<file path="config.mk">
export PLATFORM = sky130hd
export DESIGN_NAME = regfile_mp_flat
export DESIGN_NICKNAME = d
export VERILOG_FILES = /design/src/rtl/regfile_mp_if.sv /design/src/rtl/regfile_mp.sv /design/src/flat_wrapper.sv
export SDC_FILE = /design/constraint.sdc
export NUM_CORES = 1
export LEC_CHECK = 0
export ABC_AREA = 1
export ABC_CLOCK_PERIOD_IN_PS = 2700
export CAP_MARGIN = 30
export CELL_PAD_IN_SITES_DETAIL_PLACEMENT = 0
export CELL_PAD_IN_SITES_GLOBAL_PLACEMENT = 1
export CORE_MARGIN = 4
export CORE_UTILIZATION = 49
export CTS_BUF_LIST = sky130_fd_sc_hd__clkbuf_4 sky130_fd_sc_hd__clkbuf_8
export DETAILED_ROUTE_END_ITERATION = 10
export DONT_BUFFER_PORTS = 1
export HOLD_SLACK_MARGIN = 0.03
export PLACE_DENSITY_LB_ADDON = 0.1
export SYNTH_ARGS = -nofsm -noshare
export SYNTH_HDL_FRONTEND = slang
export SYNTH_SLANG_ARGS = --single-unit
</file>
<file path="constraint.sdc">
create_clock -name clock -period 2.7 [get_ports clock]
set_input_delay 0.54 -clock clock [delete_from_list [all_inputs] [get_ports clock]]
set_output_delay 0.54 -clock clock [all_outputs]
set_load 0.05 [all_outputs]
</file>
<file path="src/rtl/regfile_mp_if.sv">
// regfile_mp_if: write/read/clear bus between a datapath master and regfile_mp.
interface regfile_mp_if #(
    parameter int DATA_W = 8,
    parameter int DEPTH  = 8,
    parameter int NUM_RD = 2,
    parameter int NUM_WR = 2,
    localparam int ADDR_W = $clog2(DEPTH)
);
    logic [NUM_WR-1:0]        wr_valid;
    logic [NUM_WR*ADDR_W-1:0] wr_addr;
    logic [NUM_WR*DATA_W-1:0] wr_data;
    logic [NUM_RD-1:0]        rd_valid;
    logic [NUM_RD*ADDR_W-1:0] rd_addr;
    logic                     clear;
    logic [NUM_RD*DATA_W-1:0] rd_data;
    logic [NUM_RD-1:0]        rd_ack;
    logic [NUM_RD-1:0]        rd_hit;
    logic                     wr_conflict;

    modport master (
        output wr_valid, wr_addr, wr_data, rd_valid, rd_addr, clear,
        input  rd_data, rd_ack, rd_hit, wr_conflict
    );

    modport slave (
        input  wr_valid, wr_addr, wr_data, rd_valid, rd_addr, clear,
        output rd_data, rd_ack, rd_hit, wr_conflict
    );
endinterface

</file>
<file path="src/rtl/regfile_mp.sv">
// regfile_mp: parametrised multi-port register file with registered reads and written flags.
// Define REGFILE_BYPASS_EN to forward same-cycle write data (or clear) to reads.
module regfile_mp #(
    parameter int DATA_W = 8,
    parameter int DEPTH  = 8,
    parameter int NUM_RD = 2,
    parameter int NUM_WR = 2,
    localparam int ADDR_W = $clog2(DEPTH)
) (
    input logic         clock,
    input logic         reset,
    regfile_mp_if.slave bus
);
    logic [DEPTH-1:0][DATA_W-1:0] mem;
    logic [DEPTH-1:0]             written;
    logic [DEPTH-1:0]             we;
    logic [DEPTH-1:0][DATA_W-1:0] wd;
    logic                         conflict;
    logic [NUM_RD*DATA_W-1:0]     rd_data_d;
    logic [NUM_RD-1:0]            rd_hit_d;

    function automatic logic in_range(input logic [ADDR_W-1:0] a);
        return {1'b0, a} < (ADDR_W + 1)'(DEPTH);
    endfunction

    // Later ports overwrite earlier ones, so the highest-indexed port wins a collision.
    always_comb begin
        we = '0;
        wd = '0;
        conflict = 1'b0;
        for (int i = 0; i < NUM_WR; i++) begin
            if (bus.wr_valid[i] && in_range(bus.wr_addr[i*ADDR_W +: ADDR_W])) begin
                conflict = conflict | we[bus.wr_addr[i*ADDR_W +: ADDR_W]];
                we[bus.wr_addr[i*ADDR_W +: ADDR_W]] = 1'b1;
                wd[bus.wr_addr[i*ADDR_W +: ADDR_W]] = bus.wr_data[i*DATA_W +: DATA_W];
            end
        end
    end

    always_ff @(posedge clock) begin
        if (reset) begin
            mem     <= '0;
            written <= '0;
        end else begin
            for (int e = 0; e < DEPTH; e++) begin
                if (we[e]) begin
                    mem[e]     <= wd[e];
                    written[e] <= 1'b1;
                end else if (bus.clear) begin
                    mem[e]     <= '0;
                    written[e] <= 1'b0;
                end
            end
        end
    end

    for (genvar j = 0; j < NUM_RD; j++) begin : g_rd
        wire [ADDR_W-1:0] ra = bus.rd_addr[j*ADDR_W +: ADDR_W];
        wire              ok = in_range(ra);
        logic [DATA_W-1:0] rv;
        logic              rh;
`ifdef REGFILE_BYPASS_EN
        assign rv = !ok ? '0 : we[ra] ? wd[ra] : bus.clear ? '0 : mem[ra];
        assign rh = ok && (we[ra] || (!bus.clear && written[ra]));
`else
        assign rv = ok ? mem[ra] : '0;
        assign rh = ok && written[ra];
`endif
        assign rd_data_d[j*DATA_W +: DATA_W] = bus.rd_valid[j] ? rv : bus.rd_data[j*DATA_W +: DATA_W];
        assign rd_hit_d[j] = bus.rd_valid[j] ? rh : bus.rd_hit[j];
    end

    always_ff @(posedge clock) begin
        if (reset) begin
            bus.rd_data     <= '0;
            bus.rd_ack      <= '0;
            bus.rd_hit      <= '0;
            bus.wr_conflict <= 1'b0;
        end else begin
            bus.rd_data     <= rd_data_d;
            bus.rd_ack      <= bus.rd_valid;
            bus.rd_hit      <= rd_hit_d;
            bus.wr_conflict <= conflict;
        end
    end
endmodule

</file>
<file path="src/flat_wrapper.sv">
// flat-port wrapper written by rule: the top's interface ports become plain ports
module regfile_mp_flat 
#(
    parameter int DATA_W = 8,
    parameter int DEPTH  = 8,
    parameter int NUM_RD = 2,
    parameter int NUM_WR = 2,
    localparam int ADDR_W = $clog2(DEPTH)
)
  (clock, reset, bus_wr_valid, bus_wr_addr, bus_wr_data, bus_rd_valid, bus_rd_addr, bus_clear, bus_rd_data, bus_rd_ack, bus_rd_hit, bus_wr_conflict);
  regfile_mp_if #(.DATA_W(DATA_W), .DEPTH(DEPTH), .NUM_RD(NUM_RD), .NUM_WR(NUM_WR)) bus_i ();
  input logic clock;
  input logic reset;
  input wire logic [$bits(bus_i.wr_valid)-1:0] bus_wr_valid;
  input wire logic [$bits(bus_i.wr_addr)-1:0] bus_wr_addr;
  input wire logic [$bits(bus_i.wr_data)-1:0] bus_wr_data;
  input wire logic [$bits(bus_i.rd_valid)-1:0] bus_rd_valid;
  input wire logic [$bits(bus_i.rd_addr)-1:0] bus_rd_addr;
  input wire logic [$bits(bus_i.clear)-1:0] bus_clear;
  output wire logic [$bits(bus_i.rd_data)-1:0] bus_rd_data;
  output wire logic [$bits(bus_i.rd_ack)-1:0] bus_rd_ack;
  output wire logic [$bits(bus_i.rd_hit)-1:0] bus_rd_hit;
  output wire logic [$bits(bus_i.wr_conflict)-1:0] bus_wr_conflict;
  assign bus_i.wr_valid = bus_wr_valid;
  assign bus_i.wr_addr = bus_wr_addr;
  assign bus_i.wr_data = bus_wr_data;
  assign bus_i.rd_valid = bus_rd_valid;
  assign bus_i.rd_addr = bus_rd_addr;
  assign bus_i.clear = bus_clear;
  assign bus_rd_data = bus_i.rd_data;
  assign bus_rd_ack = bus_i.rd_ack;
  assign bus_rd_hit = bus_i.rd_hit;
  assign bus_wr_conflict = bus_i.wr_conflict;
  regfile_mp #(.DATA_W(DATA_W), .DEPTH(DEPTH), .NUM_RD(NUM_RD), .NUM_WR(NUM_WR)) u_core (.clock(clock), .reset(reset), .bus(bus_i));
endmodule
</file>
==> metrics <==
status=complete, no violations; horizontal die dimension=~120 um; total clock sinks=93; final worst hold slack=0.220 ns; hold buffers post-CTS=0; FP Rows=39; Seq/Total Area, Yosys=0.313; worst rel slew slack=0.570; count of warnings emitted by yosys=0; placeable core region=between 0.01 and 0.015 mm2; CP Launch Type=flop; dominant cells by area after synthesis=dfxtp_1 (31%), nand2_1 (23%), nand3_1 (14%); reg-to-reg setup timing slack=~1.7 ns; source of the worst hold timing path=reset; Cells after Synth=1048; final critical-path setup slack=1.13 ns; syn_area_per_cell=roughly 5.7 um2; area overhead of the layout relative to synthesis=2.36%; final RePlAce weighted congestion=between 0.8 and 0.9; detailed placement HPWL=between 10000 and 15000 um; reg-to-reg critical path endpoint=u_core.bus.rd_data[10]; most used cells in the layout excluding fill and tap cells=nand2_1 (358), nand3_1 (163), inv_1 (122); startpoint of the most critical register-to-register path=u_core.mem[2]; antenna violations before repair=0; Worst R2R Path Depth=6; area of the mapped netlist=0.00594 mm2; Setup WS pre-CTS=~0.85 ns; highest achievable clock rate=around 0.64 GHz; setup TNS after final layout=0 ns; number of cells in the design after placement=~1100; Die ar.=about 0.014 mm2; portion of synthesized cell area occupied by the leading cell type=0.313; worst clock skew=~0.011 ns; share of the core filled with cells=0.522; setup repair after global routing missed its margin=no; insertion delay of the later-clocked pin in the worst-skew pair=roughly 0.38 ns; type of the setup path with the least slack=reg -> out; Clock Root Buffer=clkbuf_8; number of distinct library cell variants in the gate-level netlist after synthesis=23; fraction of final layout cells sized beyond drive strength 1=0.0337; antenna violation net count after detailed routing=0; Post-Layout Cell Count=1152; Final Hold Fails=0; number of buffers created by CTS=9; power density of the placed cells=about 490 mW/mm2; # fillers=between 1000 and 1500; Static Leakage=between 3 and 4 nW; maximum root-to-sink buffer count=2; clock tree from TritonCTS=yes; first drt pass iteration count=5; detailed-route wire length per cell=approximately 18 um; cells resized by post-CTS repair=0; Initial Utilization=0.510; Port Buffer Count=0; setup bufs post-CTS=0; finished layout cell area=about 0.0061 mm2; post-synth top area cell=dfxtp_1; total placed instance area=between 0.005 and 0.006 mm2; final-stage net count=about 1000; transition time at the pin with the least slew margin=between 0.6 and 0.7 ns; final setup violating endpoints=0; Tightest Hold Check Type=in -> reg; time the worst path needs with I/O delays and setup=between 1.5 and 2 ns; routed wire length=20600 um; via count of the first global-routing pass=5766; largest net degree at the start of global routing=between 50 and 60; most common cell after layout, fill and taps aside=nand2_1; Top Ports=56; area taken by flip-flops and latches=roughly 0.0019 mm2; via count=about 6300; total area of multi-input combinational cells=0.00332 mm2; Syn Nets=between 1000 and 1500; FF+latch count, synth=slightly above 90; Vert. Die Dim=118 um; DRC Markers=0; required time reported for the critical path endpoint=around 2.2 ns; Min-Delay Path Depth=1; hold path endpoint=u_core.bus.rd_ack[0]; antenna diode instance count=0; H-tree lvl count=3; aggregate global-route resource usage=0.294; gr ovfl total=0; 1st-iter DRT viols=about 650; maximum capacitance violations=0; Critical Path End Type=output pin; CP arrival=between 1 and 1.5 ns; Worst-path clk slew=approximately 0.090 ns; global-route wire length before repair=approximately 32000 um; vias per cell=between 5 and 6; final total power=just under 3 mW; maximum VDD drop=about 0.00028 V; Final Cycle Share=0.582; Crit Path Max Fanout=2; Slew Viols, Final=0
[power breakdown]
part / total, mW / switching [mW] / internal, mW
sequential: 1.54 / 0.109 / 1.43
clock: 0.966 / 0.514 / 0.452
combinational: 0.462 / 0.313 / 0.149
[how the worst max path moves through the flow]
stage / startpoint / to / slack [ns] / depth (start not counted)
6_report: u_core.bus.rd_hit[0] / bus_rd_hit[0] / 1.13 / 0
4_1_cts: u_core.bus.rd_hit[0] / bus_rd_hit[0] / 1.11 / 0
3_3_place_gp: bus_wr_addr[4] / u_core.mem[19] / 0.82 / 7
2_1_floorplan: bus_wr_addr[3] / u_core.mem[36] / 1.18 / 8
3_5_place_dp: bus_wr_addr[4] / u_core.mem[20] / 0.85 / 7
5_1_grt: bus_wr_addr[5] / u_core.mem[9] / 1.07 / 6
[cells by family after synthesis]
logic type	after synthesis	synth area share
flip-flops	93	0.313
AND/OR/NAND/NOR	656	0.466
buffers and inverters	189	0.128
AO/OA/AOI/OAI	110	0.0935
[layout make-up]
class / instances / area share
Clock buffer: 10 / 0.0226
Clock inverter: 5 / 0.00987
Inverter: 131 / 0.0808
Multi-Input combinational cell: 766 / 0.546
Sequential cell: 93 / 0.306
Tap cell: 143 / 0.0294
Timing Repair Buffer: 4 / 0.00494
[Yosys cell counts]
cell type and count:
a21oi_1 53, dfxtp_1 93, buf_2 20, inv_2 4, buf_1 1, nand2_2 2, nand4_1 21, clkbuf_2 1
nand3_1 163, nand3_2 2, o31ai_1 1, o211ai_1 1, inv_1 122, clkbuf_1 31, buf_4 4, buf_6 1
nor2_4 3, nor2_2 4, o21ai_1 1, nor2_1 103, clkinv_1 5, o21ai_0 54, nand2_1 358
[per-layer routing]
layer	up-vias	part of all wire	track usage
li1	3206	-	-
met1	2800	0.45	0.415
met2	260	0.44	0.448
met3	38	0.078	0.0602
met4	0	0.032	0.100
met5	-	0	0
[sequential cells by signal, summed over array words and instances (netlist names)]
| register | flops |
|---|---|
| u_core.bus.rd_ack | 2 |
| u_core.bus.rd_hit | 2 |
| u_core.bus.wr_conflict | 1 |
| u_core.mem | 64 |
| u_core.written | 8 |
| u_core.bus.rd_data | 16 |
Note: power is estimated with default switching activity, not from simulation.
